`src/rtl/ps2_key_tracker_if.sv`:
```
// PS/2 receive lines plus the decoded key outputs of ps2_key_tracker.
// The tracker uses the slave view; the device/consumer side uses master.
interface ps2_key_tracker_if;
  logic       PS2_CLK;
  logic       PS2_DAT;
  logic [7:0] heldData;
  logic       codeValid;
  logic [7:0] rxByte;
  logic       frameErr;

  modport slave (
    input  PS2_CLK, PS2_DAT,
    output heldData, codeValid, rxByte, frameErr
  );

  modport master (
    output PS2_CLK, PS2_DAT,
    input  heldData, codeValid, rxByte, frameErr
  );
endinterface

```
`src/rtl/ps2_key_tracker.sv`:
```
// PS/2 receiver and make/break/extended decoder reporting the held key (8'h00 = none).
// Optional macro PS2_EXT_KEYS_EN: track E0-prefixed keys instead of discarding them.
module ps2_key_tracker #(
  parameter int CLOCK_FREQUENCY = 25000000,
  parameter int FILTER_LEN      = 8,
  parameter int TIMEOUT_CYCLES  = CLOCK_FREQUENCY / 500
) (
  input  logic Clock,
  input  logic reset,
  ps2_key_tracker_if.slave bus
);

  localparam int FW = $clog2(FILTER_LEN + 1);
  localparam int TW = $clog2(TIMEOUT_CYCLES + 1);

  typedef enum logic [1:0] {
    S_IDLE,
    S_RECV,
    S_CHECK,
    S_DECODE
  } state_e;

  logic [1:0]    clk_sync_q, dat_sync_q;
  logic          filt_q, filt_d;
  logic [FW-1:0] filt_cnt_q, filt_cnt_d;
  logic          clk_edge, clk_fall, dat_s;

  state_e        state_q;
  logic [3:0]    bit_cnt_q;
  logic [7:0]    shift_q;
  logic          parity_q, stop_q;
  logic [TW-1:0] tout_q;
  logic          brk_pend_q, ext_pend_q;
  logic [7:0]    held_q, held_d;
  logic [7:0]    rx_q;
  logic          code_valid_q, frame_err_q;
  logic          ext_ok;

  // Synchronizers and filter idle high, matching an undriven PS/2 bus.
  // NOTE: sequential state is only ever assigned with <= so every flop samples pre-edge values.
  always_ff @(posedge Clock or posedge reset) begin
    if (reset) begin
      clk_sync_q <= 2'b11;
      dat_sync_q <= 2'b11;
      filt_q     <= 1'b1;
      filt_cnt_q <= '0;
    end else begin
      clk_sync_q <= {clk_sync_q[0], bus.PS2_CLK};
      dat_sync_q <= {dat_sync_q[0], bus.PS2_DAT};
      filt_q     <= filt_d;
      filt_cnt_q <= filt_cnt_d;
    end
  end

  // NOTE: every always_comb output gets a default first, so no path can infer a latch.
  always_comb begin
    filt_d     = filt_q;
    filt_cnt_d = '0;
    clk_edge   = 1'b0;
    if (clk_sync_q[1] != filt_q) begin
      if (filt_cnt_q == FW'(FILTER_LEN - 1)) begin
        filt_d   = ~filt_q;
        clk_edge = 1'b1;
      end else begin
        filt_cnt_d = filt_cnt_q + 1'b1;
      end
    end
  end

  assign clk_fall = clk_edge & filt_q;
  assign dat_s    = dat_sync_q[1];

`ifdef PS2_EXT_KEYS_EN
  assign ext_ok = 1'b1;
`else
  assign ext_ok = ~ext_pend_q;
`endif

  // Held-key update is resolved while checking so it lands with codeValid.
  always_comb begin
    held_d = held_q;
    if (shift_q != 8'hF0 && shift_q != 8'hE0 && ext_ok) begin
      if (!brk_pend_q)
        held_d = shift_q;
      else if (shift_q == held_q)
        held_d = 8'h00;
    end
  end

  always_ff @(posedge Clock or posedge reset) begin
    if (reset) begin
      state_q      <= S_IDLE;
      bit_cnt_q    <= '0;
      shift_q      <= '0;
      parity_q     <= 1'b0;
      stop_q       <= 1'b0;
      tout_q       <= '0;
      brk_pend_q   <= 1'b0;
      ext_pend_q   <= 1'b0;
      held_q       <= 8'h00;
      rx_q         <= 8'h00;
      code_valid_q <= 1'b0;
      frame_err_q  <= 1'b0;
    end else begin
      code_valid_q <= 1'b0;
      frame_err_q  <= 1'b0;
      case (state_q)
        S_IDLE: begin
          tout_q <= '0;
          if (clk_fall && !dat_s) begin
            state_q   <= S_RECV;
            bit_cnt_q <= '0;
          end
        end
        S_RECV: begin
          if (clk_fall) begin
            tout_q    <= '0;
            bit_cnt_q <= bit_cnt_q + 1'b1;
            if (bit_cnt_q < 4'd8) begin
              shift_q <= {dat_s, shift_q[7:1]};
            end else if (bit_cnt_q == 4'd8) begin
              parity_q <= dat_s;
            end else begin
              stop_q  <= dat_s;
              state_q <= S_CHECK;
            end
          end else if (clk_edge) begin
            tout_q <= '0;
          end else if (tout_q == TW'(TIMEOUT_CYCLES - 1)) begin
            tout_q      <= '0;
            frame_err_q <= 1'b1;
            state_q     <= S_IDLE;
          end else begin
            tout_q <= tout_q + 1'b1;
          end
        end
        S_CHECK: begin
          if ((^{shift_q, parity_q}) && stop_q) begin
            rx_q         <= shift_q;
            code_valid_q <= 1'b1;
            held_q       <= held_d;
            state_q      <= S_DECODE;
          end else begin
            frame_err_q <= 1'b1;
            brk_pend_q  <= 1'b0;
            ext_pend_q  <= 1'b0;
            state_q     <= S_IDLE;
          end
        end
        S_DECODE: begin
          if (rx_q == 8'hF0) begin
            brk_pend_q <= 1'b1;
          end else if (rx_q == 8'hE0) begin
            ext_pend_q <= 1'b1;
          end else begin
            brk_pend_q <= 1'b0;
            ext_pend_q <= 1'b0;
          end
          state_q <= S_IDLE;
        end
        default: state_q <= S_IDLE;
      endcase
    end
  end

  assign bus.heldData  = held_q;
  assign bus.codeValid = code_valid_q;
  assign bus.rxByte    = rx_q;
  assign bus.frameErr  = frame_err_q;

endmodule
```
`src/flat_wrapper.sv`:
```
// flat-port wrapper written by rule: the top's interface ports become plain ports
module ps2_key_tracker_flat 
#(
  parameter int CLOCK_FREQUENCY = 25000000,
  parameter int FILTER_LEN      = 8,
  parameter int TIMEOUT_CYCLES  = CLOCK_FREQUENCY / 500
)
  (Clock, reset, bus_PS2_CLK, bus_PS2_DAT, bus_heldData, bus_codeValid, bus_rxByte, bus_frameErr);
  ps2_key_tracker_if bus_i ();
  input  logic Clock;
  input  logic reset;
  input wire logic [$bits(bus_i.PS2_CLK)-1:0] bus_PS2_CLK;
  input wire logic [$bits(bus_i.PS2_DAT)-1:0] bus_PS2_DAT;
  output wire logic [$bits(bus_i.heldData)-1:0] bus_heldData;
  output wire logic [$bits(bus_i.codeValid)-1:0] bus_codeValid;
  output wire logic [$bits(bus_i.rxByte)-1:0] bus_rxByte;
  output wire logic [$bits(bus_i.frameErr)-1:0] bus_frameErr;
  assign bus_i.PS2_CLK = bus_PS2_CLK;
  assign bus_i.PS2_DAT = bus_PS2_DAT;
  assign bus_heldData = bus_i.heldData;
  assign bus_codeValid = bus_i.codeValid;
  assign bus_rxByte = bus_i.rxByte;
  assign bus_frameErr = bus_i.frameErr;
  ps2_key_tracker #(.CLOCK_FREQUENCY(CLOCK_FREQUENCY), .FILTER_LEN(FILTER_LEN), .TIMEOUT_CYCLES(TIMEOUT_CYCLES)) u_core (.Clock(Clock), .reset(reset), .bus(bus_i));
endmodule
```
`config.mk`:
```
export PLATFORM = sky130hd
export DESIGN_NAME = ps2_key_tracker_flat
export DESIGN_NICKNAME = d
export VERILOG_FILES = /design/src/rtl/ps2_key_tracker_if.sv /design/src/rtl/ps2_key_tracker.sv /design/src/flat_wrapper.sv
export SDC_FILE = /design/constraint.sdc
export NUM_CORES = 1
export LEC_CHECK = 0
export ABC_AREA = 1
export CORE_AREA = 4 4 85 87
export CTS_CLUSTER_DIAMETER = 150
export DETAILED_ROUTE_END_ITERATION = 10
export DIE_AREA = 0 0 89 91
export HOLD_SLACK_MARGIN = 0.08
export PLACE_DENSITY = 0.74
export SETUP_SLACK_MARGIN = 0.15
export SYNTH_ARGS = -nofsm -noshare
export SYNTH_HDL_FRONTEND = slang
export SYNTH_SLANG_ARGS = --single-unit
```
`constraint.sdc`:
```
create_clock -name Clock -period 2.02 [get_ports Clock]
set_clock_uncertainty 0.2 [all_clocks]
set_input_delay 0.404 -clock Clock [delete_from_list [all_inputs] [get_ports Clock]]
set_output_delay 0.404 -clock Clock [all_outputs]
set_load 0.01 [all_outputs]
```
==> impl_metrics.toml <==
[status]
status = "complete, no violations"

[die]
chipWidth_um = 89
start_util = 0.532
die_area_um2 = 8100
dieHeight_um = 91
pin_count = 22
rows = 29
core_area_um2 = 6350

[timing]
maxSlewViolCount = 0
timing.final.crit_share = 0.941
tightest_slew_ns = 0.558
final-setup-viol-count = 0
finalHoldViolCount = 0
rsz0062_at_grt = "true"
worst_slack_ns = 0.119
slew_headroom = 0.623
min_period_ns = 1.90
fmax_mhz = 526

[critical_path]
crit_top_cell = "nand2_1"
crit_fanout = 8
path_cells = "buf_12 > xnor2_2 > nand2_1 > nor2_1 > nand2_1 > a21oi_2 > nand4_4 > nand2_1 > nand2_1"
critical_path_class = "flop to flop"
required_ns = 2.05
worstPathArrival_ns = 1.93
crit_buf_inv = 1
end_kind = "flop"
crit_family = "simple AND/OR/NAND/NOR gates"
crit_path_max_incr_delay_ns = 0.48
slowest_stage = "dfrtp_2"
start_kind = "flop"

[yosys]
synth_seq_area_share = 0.454
yosys-top-cells-count = "nand2_1 (135), dfrtp_1 (56), nor2_1 (46), inv_1 (43), nand3_1 (26)"
synth-seq-cells = 61
yosysWarningCount = 0
syn_inst = 426
syn_nets = 438
synth_edf_count = 0
synth.cell_area_um2 = 3380
yosysMostFrequentCell = "nand2_1"
synth_top_family_by_area = "simple AND/OR/NAND/NOR gates"
synthSimpleGateAreaFrac = 0.331
synth-adder-area-share = 0.0296
synth.area.top_cells = "dfrtp_1 (41%), nand2_1 (15%), nor2_1 (5.1%)"
synth-async-reset-ratio = 1.00
synthDistinctLibCells = 40
post_synth_xor_area_fraction = 0.0363
ys.flop_type = "dfrtp_1"
avgSynthCellArea_um2 = 7.93
synth-compound-area-share = 0.0696
yosysTopAreaCellShare = 0.415
synth.area.mux_share = 0
synth_top_area_cell = "dfrtp_1"

[placement]
place_ws_ns = -0.0128
hpwlAfterDp_um = 5090
portBuffers = 21
routabilityCongestion = 0.850
dp.cells = 528

[route]
drt-total-wl_um = 7410
via_per_inst = 5.10
dr.pass1.iters = 5
ant_nets = 0
vias = 2888
wl_per_cell_um = 13.1
drc = 0
drt_iter0_drc = 76

[clocking]
cts.clk_slew.worst_paths_ns = 0.06
clock_path_buffers = 2
cts_made_buffers = 9
clkLatencyLatePin_ns = 0.34
root_buffer = "clkbuf_8"
cts_sinks = 61
h-tree-depth = 3
cts_tree = "yes"

[final_layout]
syn_to_final_growth_pct = 27.1
diodes = 0
final_cells = 566
regArea_um2 = 1540
nFillCells = 496
drive_gt1_frac = 0.278
multi_input_area_um2 = 1750
nets = 498
fin_util = 0.676

[min_path]
hp-class = "flop to flop"

[grt]
grtUsageMet2 = 0.311
grt_start_max_net_pins = 32
grt_use_total = 0.188
grt_antenna_before_repair = 0
grt_pass1_vias = 2768
busiest_layer = "met2"
met1_usage = 0.229
gr-total-overflow = 0
grt_pass1_wl_um = 12000
grt_use_met3 = 0.0389

[run]
maxCapViolations = 0

[power]
p_leak_uw = 0.00217
peakVddDrop_v = 0.000559
power_per_cell_area_nw_per_um2 = 725
-- stage by stage --
step | total power, µW | cell area (µm²) | hold WS [ns] | TNS, ns
floorplan | 1790 | 3380 | 0.145 | 0
global placement | 1890 | 3750 | 0.146 | 0
detailed placement | 1920 | 3750 | 0.149 | -0.0128
CTS | 2980 | 4010 | 0.159 | 0
global route | 3290 | 4300 | 0.164 | 0
finish | 3120 | 4300 | 0.156 | 0
-- placed cells by master, fill, tap and decap left out, types with 2 or more instances in the layout --
cell type        synthesis  final
o21ai_0                 20     16
dfstp_2                  5      5
dfrtp_2                  0      6
o21ai_1                  2      5
nor4_1                   2      2
o21ai_2                  7      8
nand3_2                  4      7
clkdlybuf4s50_1          0      5
nand2_2                  5     19
inv_1                   43     38
clkinv_2                 0      2
buf_12                   0      4
nor3_1                   4      4
nand4_1                  5      5
a21oi_1                  6      5
ha_4                     0      2
inv_2                    9     12
dfrtp_1                 56     50
xor2_1                   7      7
nand2_1                135    119
nand4_4                  1      2
dlymetal6s2s_1           0      4
ha_1                     8      5
xnor2_1                  7      5
xnor2_2                  0      2
nor2_2                   4      5
dlygate4sd2_1            0     12
nor2_4                   1      7
clkinvlp_4               0      2
clkbuf_8                 0     11
nand3_1                 26     23
nor2_1                  46     39
nand2_4                  1      3
nor3b_1                  2      2
buf_4                    1     30
-- logic make-up (layout without fill, tap and decap cells) --
logic type               count (synthesis)  in the layout
AND/OR/NAND/NOR                        244            244
buffers and inverters                   60            123
adder cells (fa/ha/maj)                  8              8
XOR/XNOR                                14             14
flip-flops                              61             61
AO/OA/AOI/OAI                           39             39
-- cell type report --
cell class,instances,share of cell area
sequential,61,0.359
tap,77,0.0224
inverter,52,0.0469
clock buffer,12,0.0361
timing repair inverter,1,0.00175
timing repair buffer,56,0.125
clock inverter,2,0.00233
multi-input combinational,305,0.407
-- registers in the layout, indices dropped and copies added (netlist names), 2 cells and up --
name / flops
u_core.bus.heldData: 8
u_core.bit_cnt_q: 4
u_core.dat_sync_q: 2
u_core.tout_q: 16
u_core.shift_q: 8
u_core.bus.rxByte: 8
u_core.state_q: 2
u_core.filt_cnt_q: 4
u_core.clk_sync_q: 2
-- worst reg2reg max path: stages (launching register included) --
cell and delay (ns):
dfrtp_2 0.48, buf_12 0.16, xnor2_2 0.15, nand2_1 0.08, nor2_1 0.10, nand2_1 0.09, a21oi_2 0.19, nand4_4 0.18
nand2_1 0.12, nand2_1 0.05
-- layer usage --
metal  wire length [µm]  part of all wire
met5                  0                 0
met4                199             0.027
met3                263             0.035
met2               3860              0.52
met1               3090              0.42
-- power by group --
| group | internal, µW | leakage, µW | switching (µW) | total (µW) |
|---|---|---|---|---|
| logic | 339 | 0.00126 | 443 | 781 |
| clock network | 495 | 0.0000881 | 457 | 951 |
| registers | 1310 | 0.000817 | 74.9 | 1380 |
-- path summary, 6_finish.rpt --
| check | to | start | cells after the start | slack [ns] |
|---|---|---|---|---|
| setup / recovery | u_core.bus.heldData[0] | u_core.shift_q[2] | 9 | 0.12 |
| hold / removal | u_core.clk_sync_q[1] | u_core.clk_sync_q[0] | 0 | 0.16 |
| setup reg to reg | u_core.bus.heldData[0] | u_core.shift_q[2] | 9 | 0.12 |
| hold reg to reg | u_core.clk_sync_q[1] | u_core.clk_sync_q[0] | 0 | 0.16 |
| max in group asynchronous | u_core.dat_sync_q[1] | reset | 3 | 0.93 |
| min in group asynchronous | u_core.tout_q[4] | reset | 2 | 0.17 |
-- repair_timing --
action / CTS / global route
hold buffers: 0 / 0
hold endpoints to repair: 0 / 0
pin swaps: 5 / 22
setup endpoints to repair: 48 / 49
buffers inserted: 6 / 16
cloned: 0 / 2
resized for setup: 32 / 42
Note: power is estimated with default switching activity, not from simulation.
